===== config.mk =====
export PLATFORM = sky130hd
export DESIGN_NAME = alu_exec_unit_flat
export DESIGN_NICKNAME = d
export VERILOG_FILES = /design/src/rtl/alu_exec_unit_if.sv /design/src/rtl/alu_exec_unit.sv /design/src/flat_wrapper.sv
export SDC_FILE = /design/constraint.sdc
export NUM_CORES = 1
export LEC_CHECK = 0
export CAP_MARGIN = 20
export CORE_MARGIN = 2
export CORE_UTILIZATION = 50
export CTS_CLUSTER_SIZE = 10
export DETAILED_ROUTE_END_ITERATION = 10
export DONT_BUFFER_PORTS = 1
export SLEW_MARGIN = 15
export SYNTH_ARGS = -nofsm -noshare
export SYNTH_HDL_FRONTEND = slang
export SYNTH_SLANG_ARGS = --single-unit

===== constraint.sdc =====
create_clock -name clk -period 6.1 [get_ports clk]
set_input_delay 0.305 -clock clk [delete_from_list [all_inputs] [get_ports clk]]
set_output_delay 0.305 -clock clk [all_outputs]
set_load 0.01 [all_outputs]

===== src/rtl/alu_exec_unit_if.sv =====
// ---------------------------------------------------------------------------
// alu_exec_unit_if
//   Bundles the reservation-station issue port and the CDB broadcast port of
//   the ALU execution unit.
//
//   Issue side (driven by the issuer / master):
//     issue_op      7      opcode, 0 = nothing issued this cycle
//     issue_vi      32     rs1 operand value
//     issue_vj      32     rs2 operand value
//     issue_imm     32     sign-extended immediate
//     issue_pc      32     instruction PC
//     issue_rob_id  TAG_W  destination ROB tag
//     cdb_grant     1      CDB arbiter grant for this unit
//   Unit side (driven by the ALU / slave):
//     alu_full      1      issuer must stop issuing while high
//     cdb_req       1      result buffer non-empty
//     alu_valid     1      broadcast valid (cdb_req & cdb_grant)
//     alu_res       32     head result value
//     alu_rob_id    TAG_W  head result tag
//     alu_jump      1      head entry is a taken control transfer
//     alu_target    32     head entry next PC
//     alu_ovf_err   1      sticky overflow (push into full buffer)
// ---------------------------------------------------------------------------
interface alu_exec_unit_if #(
  parameter int TAG_W = 5
);
  logic [6:0]       issue_op;
  logic [31:0]      issue_vi;
  logic [31:0]      issue_vj;
  logic [31:0]      issue_imm;
  logic [31:0]      issue_pc;
  logic [TAG_W-1:0] issue_rob_id;
  logic             cdb_grant;

  logic             alu_full;
  logic             cdb_req;
  logic             alu_valid;
  logic [31:0]      alu_res;
  logic [TAG_W-1:0] alu_rob_id;
  logic             alu_jump;
  logic [31:0]      alu_target;
  logic             alu_ovf_err;

  modport master (
    output issue_op, issue_vi, issue_vj, issue_imm, issue_pc, issue_rob_id,
    output cdb_grant,
    input  alu_full, cdb_req, alu_valid, alu_res, alu_rob_id,
    input  alu_jump, alu_target, alu_ovf_err
  );

  modport slave (
    input  issue_op, issue_vi, issue_vj, issue_imm, issue_pc, issue_rob_id,
    input  cdb_grant,
    output alu_full, cdb_req, alu_valid, alu_res, alu_rob_id,
    output alu_jump, alu_target, alu_ovf_err
  );
endinterface


===== src/rtl/alu_exec_unit.sv =====
// ---------------------------------------------------------------------------
// alu_exec_unit
//   Integer/branch execution unit fed by the reservation-station issue port.
//   Each accepted op is evaluated combinationally and written into a small
//   FIFO result buffer on the same edge; the buffer head is offered on the
//   CDB and retired only when the arbiter grants it, so results are never
//   lost to a missed arbitration cycle.
//
//   Ports:
//     clk           system clock
//     rst           synchronous reset, active low
//     rdy           global clock enable, all state holds while low
//     wrong_commit  misprediction flush from the ROB
//     bus           alu_exec_unit_if.slave (issue port + CDB broadcast)
// ---------------------------------------------------------------------------
module alu_exec_unit #(
  parameter int DEPTH = 4,
  parameter int TAG_W = 5
) (
  input  logic             clk,
  input  logic             rst,
  input  logic             rdy,
  input  logic             wrong_commit,
  alu_exec_unit_if.slave   bus
);

  localparam int PTR_W = (DEPTH > 1) ? $clog2(DEPTH) : 1;
  localparam int CNT_W = PTR_W + 1;

  // Shared opcode enumeration; 0 means no issue.
  typedef enum logic [6:0] {
    OP_NONE  = 7'd0,
    OP_LUI   = 7'd1,
    OP_AUIPC = 7'd2,
    OP_JAL   = 7'd3,
    OP_JALR  = 7'd4,
    OP_BEQ   = 7'd5,
    OP_BNE   = 7'd6,
    OP_BLT   = 7'd7,
    OP_BGE   = 7'd8,
    OP_BLTU  = 7'd9,
    OP_BGEU  = 7'd10,
    OP_ADDI  = 7'd11,
    OP_SLTI  = 7'd12,
    OP_SLTIU = 7'd13,
    OP_XORI  = 7'd14,
    OP_ORI   = 7'd15,
    OP_ANDI  = 7'd16,
    OP_SLLI  = 7'd17,
    OP_SRLI  = 7'd18,
    OP_SRAI  = 7'd19,
    OP_ADD   = 7'd20,
    OP_SUB   = 7'd21,
    OP_SLL   = 7'd22,
    OP_SLT   = 7'd23,
    OP_SLTU  = 7'd24,
    OP_XOR   = 7'd25,
    OP_SRL   = 7'd26,
    OP_SRA   = 7'd27,
    OP_OR    = 7'd28,
    OP_AND   = 7'd29
  } op_e;

  // Result buffer storage
  logic [31:0]      res_mem    [DEPTH];
  logic [TAG_W-1:0] tag_mem    [DEPTH];
  logic             jump_mem   [DEPTH];
  logic [31:0]      target_mem [DEPTH];

  logic [PTR_W-1:0] wr_ptr;
  logic [PTR_W-1:0] rd_ptr;
  logic [CNT_W-1:0] count;
  logic             ovf_err;

  // Combinational execute results
  logic [31:0] operand_b;
  logic [4:0]  shamt;
  logic [31:0] pc_plus4;
  logic [31:0] pc_target;
  logic        is_branch;
  logic        br_take;
  logic [31:0] calc_res;
  logic        calc_jump;
  logic [31:0] calc_target;

  // Buffer control
  logic buf_empty;
  logic buf_full;
  logic push_req;
  logic do_push;
  logic do_pop;

  // Execute stage: I-type ops (ADDI..SRAI) take the immediate as second
  // operand; branches share one comparator result and one target mux.
  always_comb begin
    operand_b   = ((bus.issue_op >= OP_ADDI) && (bus.issue_op <= OP_SRAI))
                  ? bus.issue_imm : bus.issue_vj;
    shamt       = operand_b[4:0];
    pc_plus4    = bus.issue_pc + 32'd4;
    pc_target   = bus.issue_pc + bus.issue_imm;
    is_branch   = 1'b0;
    br_take     = 1'b0;
    calc_res    = 32'd0;
    calc_jump   = 1'b0;
    calc_target = pc_plus4;

    case (bus.issue_op)
      OP_LUI:   calc_res = bus.issue_imm;
      OP_AUIPC: calc_res = pc_target;
      OP_JAL: begin
        calc_res    = pc_plus4;
        calc_jump   = 1'b1;
        calc_target = pc_target;
      end
      OP_JALR: begin
        calc_res    = pc_plus4;
        calc_jump   = 1'b1;
        calc_target = (bus.issue_vi + bus.issue_imm) & ~32'd1;
      end
      OP_BEQ: begin
        is_branch = 1'b1;
        br_take   = (bus.issue_vi == bus.issue_vj);
      end
      OP_BNE: begin
        is_branch = 1'b1;
        br_take   = (bus.issue_vi != bus.issue_vj);
      end
      OP_BLT: begin
        is_branch = 1'b1;
        br_take   = ($signed(bus.issue_vi) < $signed(bus.issue_vj));
      end
      OP_BGE: begin
        is_branch = 1'b1;
        br_take   = ($signed(bus.issue_vi) >= $signed(bus.issue_vj));
      end
      OP_BLTU: begin
        is_branch = 1'b1;
        br_take   = (bus.issue_vi < bus.issue_vj);
      end
      OP_BGEU: begin
        is_branch = 1'b1;
        br_take   = (bus.issue_vi >= bus.issue_vj);
      end
      OP_ADD, OP_ADDI:   calc_res = bus.issue_vi + operand_b;
      OP_SUB:            calc_res = bus.issue_vi - operand_b;
      OP_SLL, OP_SLLI:   calc_res = bus.issue_vi << shamt;
      OP_SLT, OP_SLTI:   calc_res = {31'd0, ($signed(bus.issue_vi) < $signed(operand_b))};
      OP_SLTU, OP_SLTIU: calc_res = {31'd0, (bus.issue_vi < operand_b)};
      OP_XOR, OP_XORI:   calc_res = bus.issue_vi ^ operand_b;
      OP_SRL, OP_SRLI:   calc_res = bus.issue_vi >> shamt;
      OP_SRA, OP_SRAI:   calc_res = $signed(bus.issue_vi) >>> shamt;
      OP_OR, OP_ORI:     calc_res = bus.issue_vi | operand_b;
      OP_AND, OP_ANDI:   calc_res = bus.issue_vi & operand_b;
      default:           calc_res = 32'd0;
    endcase

    if (is_branch) begin
      calc_jump   = br_take;
      calc_target = br_take ? pc_target : pc_plus4;
    end
  end

  // Push/pop decisions. A pop frees a slot on the same edge, so a push into
  // a full buffer is legal when the head is being granted; otherwise it is
  // dropped and flagged. Flush suppresses the push but not the pop.
  always_comb begin
    buf_empty = (count == '0);
    buf_full  = (count == CNT_W'(DEPTH));
    push_req  = rst && rdy && !wrong_commit && (bus.issue_op != OP_NONE);
    do_pop    = rst && rdy && bus.alu_valid;
    do_push   = push_req && (!buf_full || do_pop);
  end

  // Pointer, occupancy and sticky error state. Reset wins over everything;
  // flush empties the buffer and discards any same-cycle issue.
  always_ff @(posedge clk) begin
    if (!rst) begin
      wr_ptr  <= '0;
      rd_ptr  <= '0;
      count   <= '0;
      ovf_err <= 1'b0;
    end else if (rdy) begin
      if (wrong_commit) begin
        wr_ptr <= '0;
        rd_ptr <= '0;
        count  <= '0;
      end else begin
        if (do_push) begin
          wr_ptr <= wr_ptr + PTR_W'(1);
        end
        if (do_pop) begin
          rd_ptr <= rd_ptr + PTR_W'(1);
        end
        if (do_push && !do_pop) begin
          count <= count + CNT_W'(1);
        end else if (!do_push && do_pop) begin
          count <= count - CNT_W'(1);
        end
        if (push_req && !do_push) begin
          ovf_err <= 1'b1;
        end
      end
    end
  end

  // Result storage. Entries need no reset: outputs are masked while empty.
  always_ff @(posedge clk) begin
    if (do_push) begin
      res_mem[wr_ptr]    <= calc_res;
      tag_mem[wr_ptr]    <= bus.issue_rob_id;
      jump_mem[wr_ptr]   <= calc_jump;
      target_mem[wr_ptr] <= calc_target;
    end
  end

  // CDB broadcast of the buffer head; all head fields read 0 when empty.
  always_comb begin
    bus.cdb_req     = !buf_empty;
    bus.alu_valid   = !buf_empty && bus.cdb_grant;
    bus.alu_full    = (count >= CNT_W'(DEPTH - 1));
    bus.alu_ovf_err = ovf_err;
    bus.alu_res     = buf_empty ? 32'd0 : res_mem[rd_ptr];
    bus.alu_rob_id  = buf_empty ? '0 : tag_mem[rd_ptr];
    bus.alu_jump    = buf_empty ? 1'b0 : jump_mem[rd_ptr];
    bus.alu_target  = buf_empty ? 32'd0 : target_mem[rd_ptr];
  end

endmodule


===== src/flat_wrapper.sv =====
// flat-port wrapper written by rule: the top's interface ports become plain ports
module alu_exec_unit_flat 
#(
  parameter int DEPTH = 4,
  parameter int TAG_W = 5
)
  (clk, rst, rdy, wrong_commit, bus_issue_op, bus_issue_vi, bus_issue_vj, bus_issue_imm, bus_issue_pc, bus_issue_rob_id, bus_cdb_grant, bus_alu_full, bus_cdb_req, bus_alu_valid, bus_alu_res, bus_alu_rob_id, bus_alu_jump, bus_alu_target, bus_alu_ovf_err);
  alu_exec_unit_if #(.TAG_W(TAG_W)) bus_i ();
  input  logic clk;
  input  logic rst;
  input  logic rdy;
  input  logic wrong_commit;
  input wire logic [$bits(bus_i.issue_op)-1:0] bus_issue_op;
  input wire logic [$bits(bus_i.issue_vi)-1:0] bus_issue_vi;
  input wire logic [$bits(bus_i.issue_vj)-1:0] bus_issue_vj;
  input wire logic [$bits(bus_i.issue_imm)-1:0] bus_issue_imm;
  input wire logic [$bits(bus_i.issue_pc)-1:0] bus_issue_pc;
  input wire logic [$bits(bus_i.issue_rob_id)-1:0] bus_issue_rob_id;
  input wire logic [$bits(bus_i.cdb_grant)-1:0] bus_cdb_grant;
  output wire logic [$bits(bus_i.alu_full)-1:0] bus_alu_full;
  output wire logic [$bits(bus_i.cdb_req)-1:0] bus_cdb_req;
  output wire logic [$bits(bus_i.alu_valid)-1:0] bus_alu_valid;
  output wire logic [$bits(bus_i.alu_res)-1:0] bus_alu_res;
  output wire logic [$bits(bus_i.alu_rob_id)-1:0] bus_alu_rob_id;
  output wire logic [$bits(bus_i.alu_jump)-1:0] bus_alu_jump;
  output wire logic [$bits(bus_i.alu_target)-1:0] bus_alu_target;
  output wire logic [$bits(bus_i.alu_ovf_err)-1:0] bus_alu_ovf_err;
  assign bus_i.issue_op = bus_issue_op;
  assign bus_i.issue_vi = bus_issue_vi;
  assign bus_i.issue_vj = bus_issue_vj;
  assign bus_i.issue_imm = bus_issue_imm;
  assign bus_i.issue_pc = bus_issue_pc;
  assign bus_i.issue_rob_id = bus_issue_rob_id;
  assign bus_i.cdb_grant = bus_cdb_grant;
  assign bus_alu_full = bus_i.alu_full;
  assign bus_cdb_req = bus_i.cdb_req;
  assign bus_alu_valid = bus_i.alu_valid;
  assign bus_alu_res = bus_i.alu_res;
  assign bus_alu_rob_id = bus_i.alu_rob_id;
  assign bus_alu_jump = bus_i.alu_jump;
  assign bus_alu_target = bus_i.alu_target;
  assign bus_alu_ovf_err = bus_i.alu_ovf_err;
  alu_exec_unit #(.DEPTH(DEPTH), .TAG_W(TAG_W)) u_core (.clk(clk), .rst(rst), .rdy(rdy), .wrong_commit(wrong_commit), .bus(bus_i));
endmodule

==> results.py <==
metrics = {
    "setup_path": {
        "worstSetupEndpointType": "flop",
        "crit_slowest_cell": "a211oi_1",
        "reg2reg_depth": 8,
        "worstSetupStartpointType": "input pin",
        "cp_max_fo": 40,
        "critPathArrivalTime_ps": 5700,
        "critPathRequiredTime_ps": 6300,
        "rrSetupSlack_ps": 2730,
        "crit_family": "compound AO/OA/AOI/OAI gates",
        "r2r_start": "u_core.count[2]",
        "path_class": "in -> reg",
        "cpPeakStageDelay_ps": 630,
        "crit_buf_inv": 2,
        "crit_chain": "or3_1 -> o22ai_4 -> buf_12 -> mux2_4 -> ha_1 -> inv_1 -> fa_1 -> nor2b_1 -> o2111a_1 -> nor3_1 -> or4_1 -> a21boi_0 -> o41ai_1 -> a211oi_1 -> nor2_1 -> o22ai_1 -> o211ai_1 -> a211o_1",
        "worst_r2r_endpoint": "u_core.count[2]",
    },
    "floorplan": {
        "dieHeight_um": 233,
        "core_area_um2": 52200,
        "initial_core_util_pct": 50.3,
        "die_width_um": 233,
        "rows": 84,
        "ios": 219,
        "dieArea_um2": 54400,
    },
    "cells_and_area": {
        "final_cell_mix": "edfxtp_1, nand2_1, nor2_1, ha_1, a21oi_1",
        "finalNonFillerCells": 3466,
        "n_fill_cell": 4726,
        "layout-drive-gt1-share_pct": 8.57,
        "final_common_cell": "edfxtp_1",
        "synthToLayoutAreaGrowth_pct": 6.84,
        "fin_util_pct": 53.8,
        "layout.nets": 3121,
    },
    "detailed_routing": {
        "antenna_left": 0,
        "dr.pass1.iters": 6,
        "via_count": 24500,
        "vias_per_cell": 7.06,
        "drc_errors": 0,
        "drtIter0Drc": 3194,
        "wl_per_cell_um": 32.3,
        "wirelength_um": 112000,
    },
    "power": {
        "ir_drop_mv": 0.180,
        "p_leak_nw": 10.6,
        "powerDensity_nw_per_um2": 205,
    },
    "global_route": {
        "track_usage_pct": 39.9,
        "grt_max_degree": 73,
        "grt_pass1_vias": 23200,
        "grt_pass1_wl_um": 158000,
        "grt_overflow": 0,
        "antenna_found_initial": 5,
    },
    "sta": {
        "final.setup.worst_slack_ps": 604,
        "fin_crit_sh_pct": 90.1,
        "finalSetupTns_ps": 0,
        "min_period_ps": 5500,
        "slew_headroom_pct": 13.7,
        "drv_slew": 0,
        "rsz0062_at_grt": "no",
        "hold_viol": 0,
        "setup_violations": 0,
        "timing.fmax_ghz": 0.182,
        "fin_skew_ps": 20.5,
        "worst_pin_slew_ps": 1280,
    },
    "hold_path": {
        "min_path_type": "in -> reg",
        "holdPathStages": 2,
        "worstHoldStart": "wrong_commit",
    },
    "clock_tree": {
        "htree_levels": 2,
        "cts_root_buffer": "clkbuf_16",
        "path_clk_slew_ps": 50,
        "cts_made_buffers": 34,
        "clk_latency_ps": 520,
        "cts_resized": 0,
        "clock_sinks": 290,
        "cts_tree": "done",
        "cts.path.max_buffers": 3,
        "post-cts-setup-buffers": 0,
    },
    "placement": {
        "routabilityCongestion": 1.08,
        "dp_hpwl_um": 84000,
        "dp.cells": 3412,
        "io_buffers": 0,
        "dp_worst_setup_slack_ps": 388,
    },
    "synth": {
        "yosysUniqueCellTypes": 101,
        "ys_seq_area_share_pct": 32.8,
        "synth_cells": 2826,
        "synth.avg_cell_area_um2": 9.30,
        "async_flop_share_pct": 0,
        "syn_nets": 3178,
        "yosys_warnings": 0,
        "synth-seq-cells": 290,
        "synth_flop_cell": "edfxtp_1",
        "synth-edff-count": 280,
        "synth_area_um2": 26300,
    },
    "job": {
        "drv_cap": 0,
    },
    "outcome": {
        "outcome": "completed",
    },
}
-- flip-flops by register name, summed over array words and instances (netlist names), named ones only --
register	count
u_core.res_mem	128
u_core.target_mem	128
u_core.tag_mem	20
u_core.jump_mem	4
u_core.count	3
u_core.rd_ptr	2
u_core.wr_ptr	2
u_core.bus.alu_ovf_err	1
-- stage by stage --
stage / cell area [um^2] / total power [mW] / hold WS [ps]
after detailed placement: 27000 / 3.93 / 404
after global routing: 28100 / 5.96 / 44.7
after global placement: 27000 / 3.91 / 404
after CTS: 28000 / 5.72 / 32.0
final: 28100 / 5.77 / 52.7
after floorplan: 26300 / 3.43 / 404
-- cells in the mapped netlist (13+ instances only) --
| cell | number | area [um^2] |
|---|---|---|
| o21ai_1 | 14 | 70.1 |
| o21bai_1 | 28 | 210 |
| a21oi_1 | 200 | 1000 |
| a211oi_1 | 37 | 278 |
| buf_2 | 16 | 80.1 |
| xor2_1 | 34 | 298 |
| o22ai_1 | 34 | 213 |
| o31ai_1 | 21 | 158 |
| inv_1 | 148 | 556 |
| nand2b_1 | 19 | 119 |
| nor3_1 | 46 | 230 |
| nand3_1 | 60 | 300 |
| nor4_1 | 16 | 100 |
| a221o_1 | 13 | 130 |
| and2_1 | 83 | 519 |
| o21ai_0 | 168 | 841 |
| and3_1 | 24 | 150 |
| o21a_1 | 17 | 128 |
| a221oi_1 | 28 | 245 |
| nand2_1 | 253 | 950 |
| edfxtp_1 | 280 | 8410 |
| o2111ai_1 | 21 | 184 |
| nor2_1 | 222 | 833 |
| a21o_1 | 57 | 428 |
| o221ai_1 | 21 | 184 |
| mux2i_1 | 109 | 1090 |
| clkbuf_1 | 118 | 443 |
| a31oi_1 | 25 | 156 |
| a211o_1 | 13 | 114 |
| nand4_1 | 28 | 175 |
| mux4_2 | 77 | 1730 |
| ha_1 | 203 | 2540 |
| xnor2_1 | 67 | 587 |
| a22oi_1 | 33 | 248 |
| buf_1 | 22 | 82.6 |
| nor2b_1 | 18 | 113 |
| o211ai_1 | 51 | 383 |
-- logic make-up (layout without fill, tap and decap cells) --
logic type,count (synthesis),in the layout,synth area share [%]
flops,290,290,32.8
buf+inv,321,271,4.96
mux,199,199,11.3
fa+ha+maj,207,207,9.97
compound gates,892,892,23.0
simple gates,816,816,14.7
other cells,0,2,0
xor+xnor,101,101,3.37
-- report_power, final --
group	switching (mW)	internal, mW	leakage (nW)
clock	0.723	1.07	0.463
sequential	0.00889	2.23	2.60
combinational	1.15	0.584	7.50
total	1.88	3.89	10.6
-- area by class of cell --
class / instances / area [um^2] / share of cell area [%]
multi-input combinational: 2215 / 16400 / 58.5
sequential: 290 / 8620 / 30.7
clock buffer: 43 / 948 / 3.38
tap: 688 / 861 / 3.07
timing repair buffer: 73 / 636 / 2.26
inverter: 155 / 587 / 2.09
antenna: 2 / 5.00 / 0.0178
-- how the worst max path moves through the flow --
stage                    start               endpoint  slack [ps]  cells past startpoint
2_1_floorplan  bus_issue_op[6]  u_core.res_mem[0][28]         900                     22
3_3_place_gp   bus_issue_op[6]  u_core.res_mem[0][26]         370                     17
3_5_place_dp   bus_issue_op[6]  u_core.res_mem[3][26]         390                     18
4_1_cts        bus_issue_op[6]  u_core.res_mem[3][26]         870                     18
5_1_grt        bus_issue_op[6]  u_core.res_mem[3][26]         550                     18
6_report       bus_issue_op[6]  u_core.res_mem[3][26]         600                     18
-- layer usage --
| metal | routed length (um) | share of wire, % | track usage, % |
|---|---|---|---|
| met1 | 44200 | 39 | 53.3 |
| met2 | 49000 | 44 | 61.8 |
| met3 | 12100 | 11 | 8.00 |
| met4 | 6670 | 6.0 | 19.7 |
| met5 | 44 | 0.039 | 0 |
-- repair_timing --
item | 4_1_cts | 5_1_grt
setup endpoints to repair | 0 | 0
endpoints found under the hold margin | 30 | 0
hold buffers | 7 | 0
Note: power is estimated with default switching activity, not from simulation.
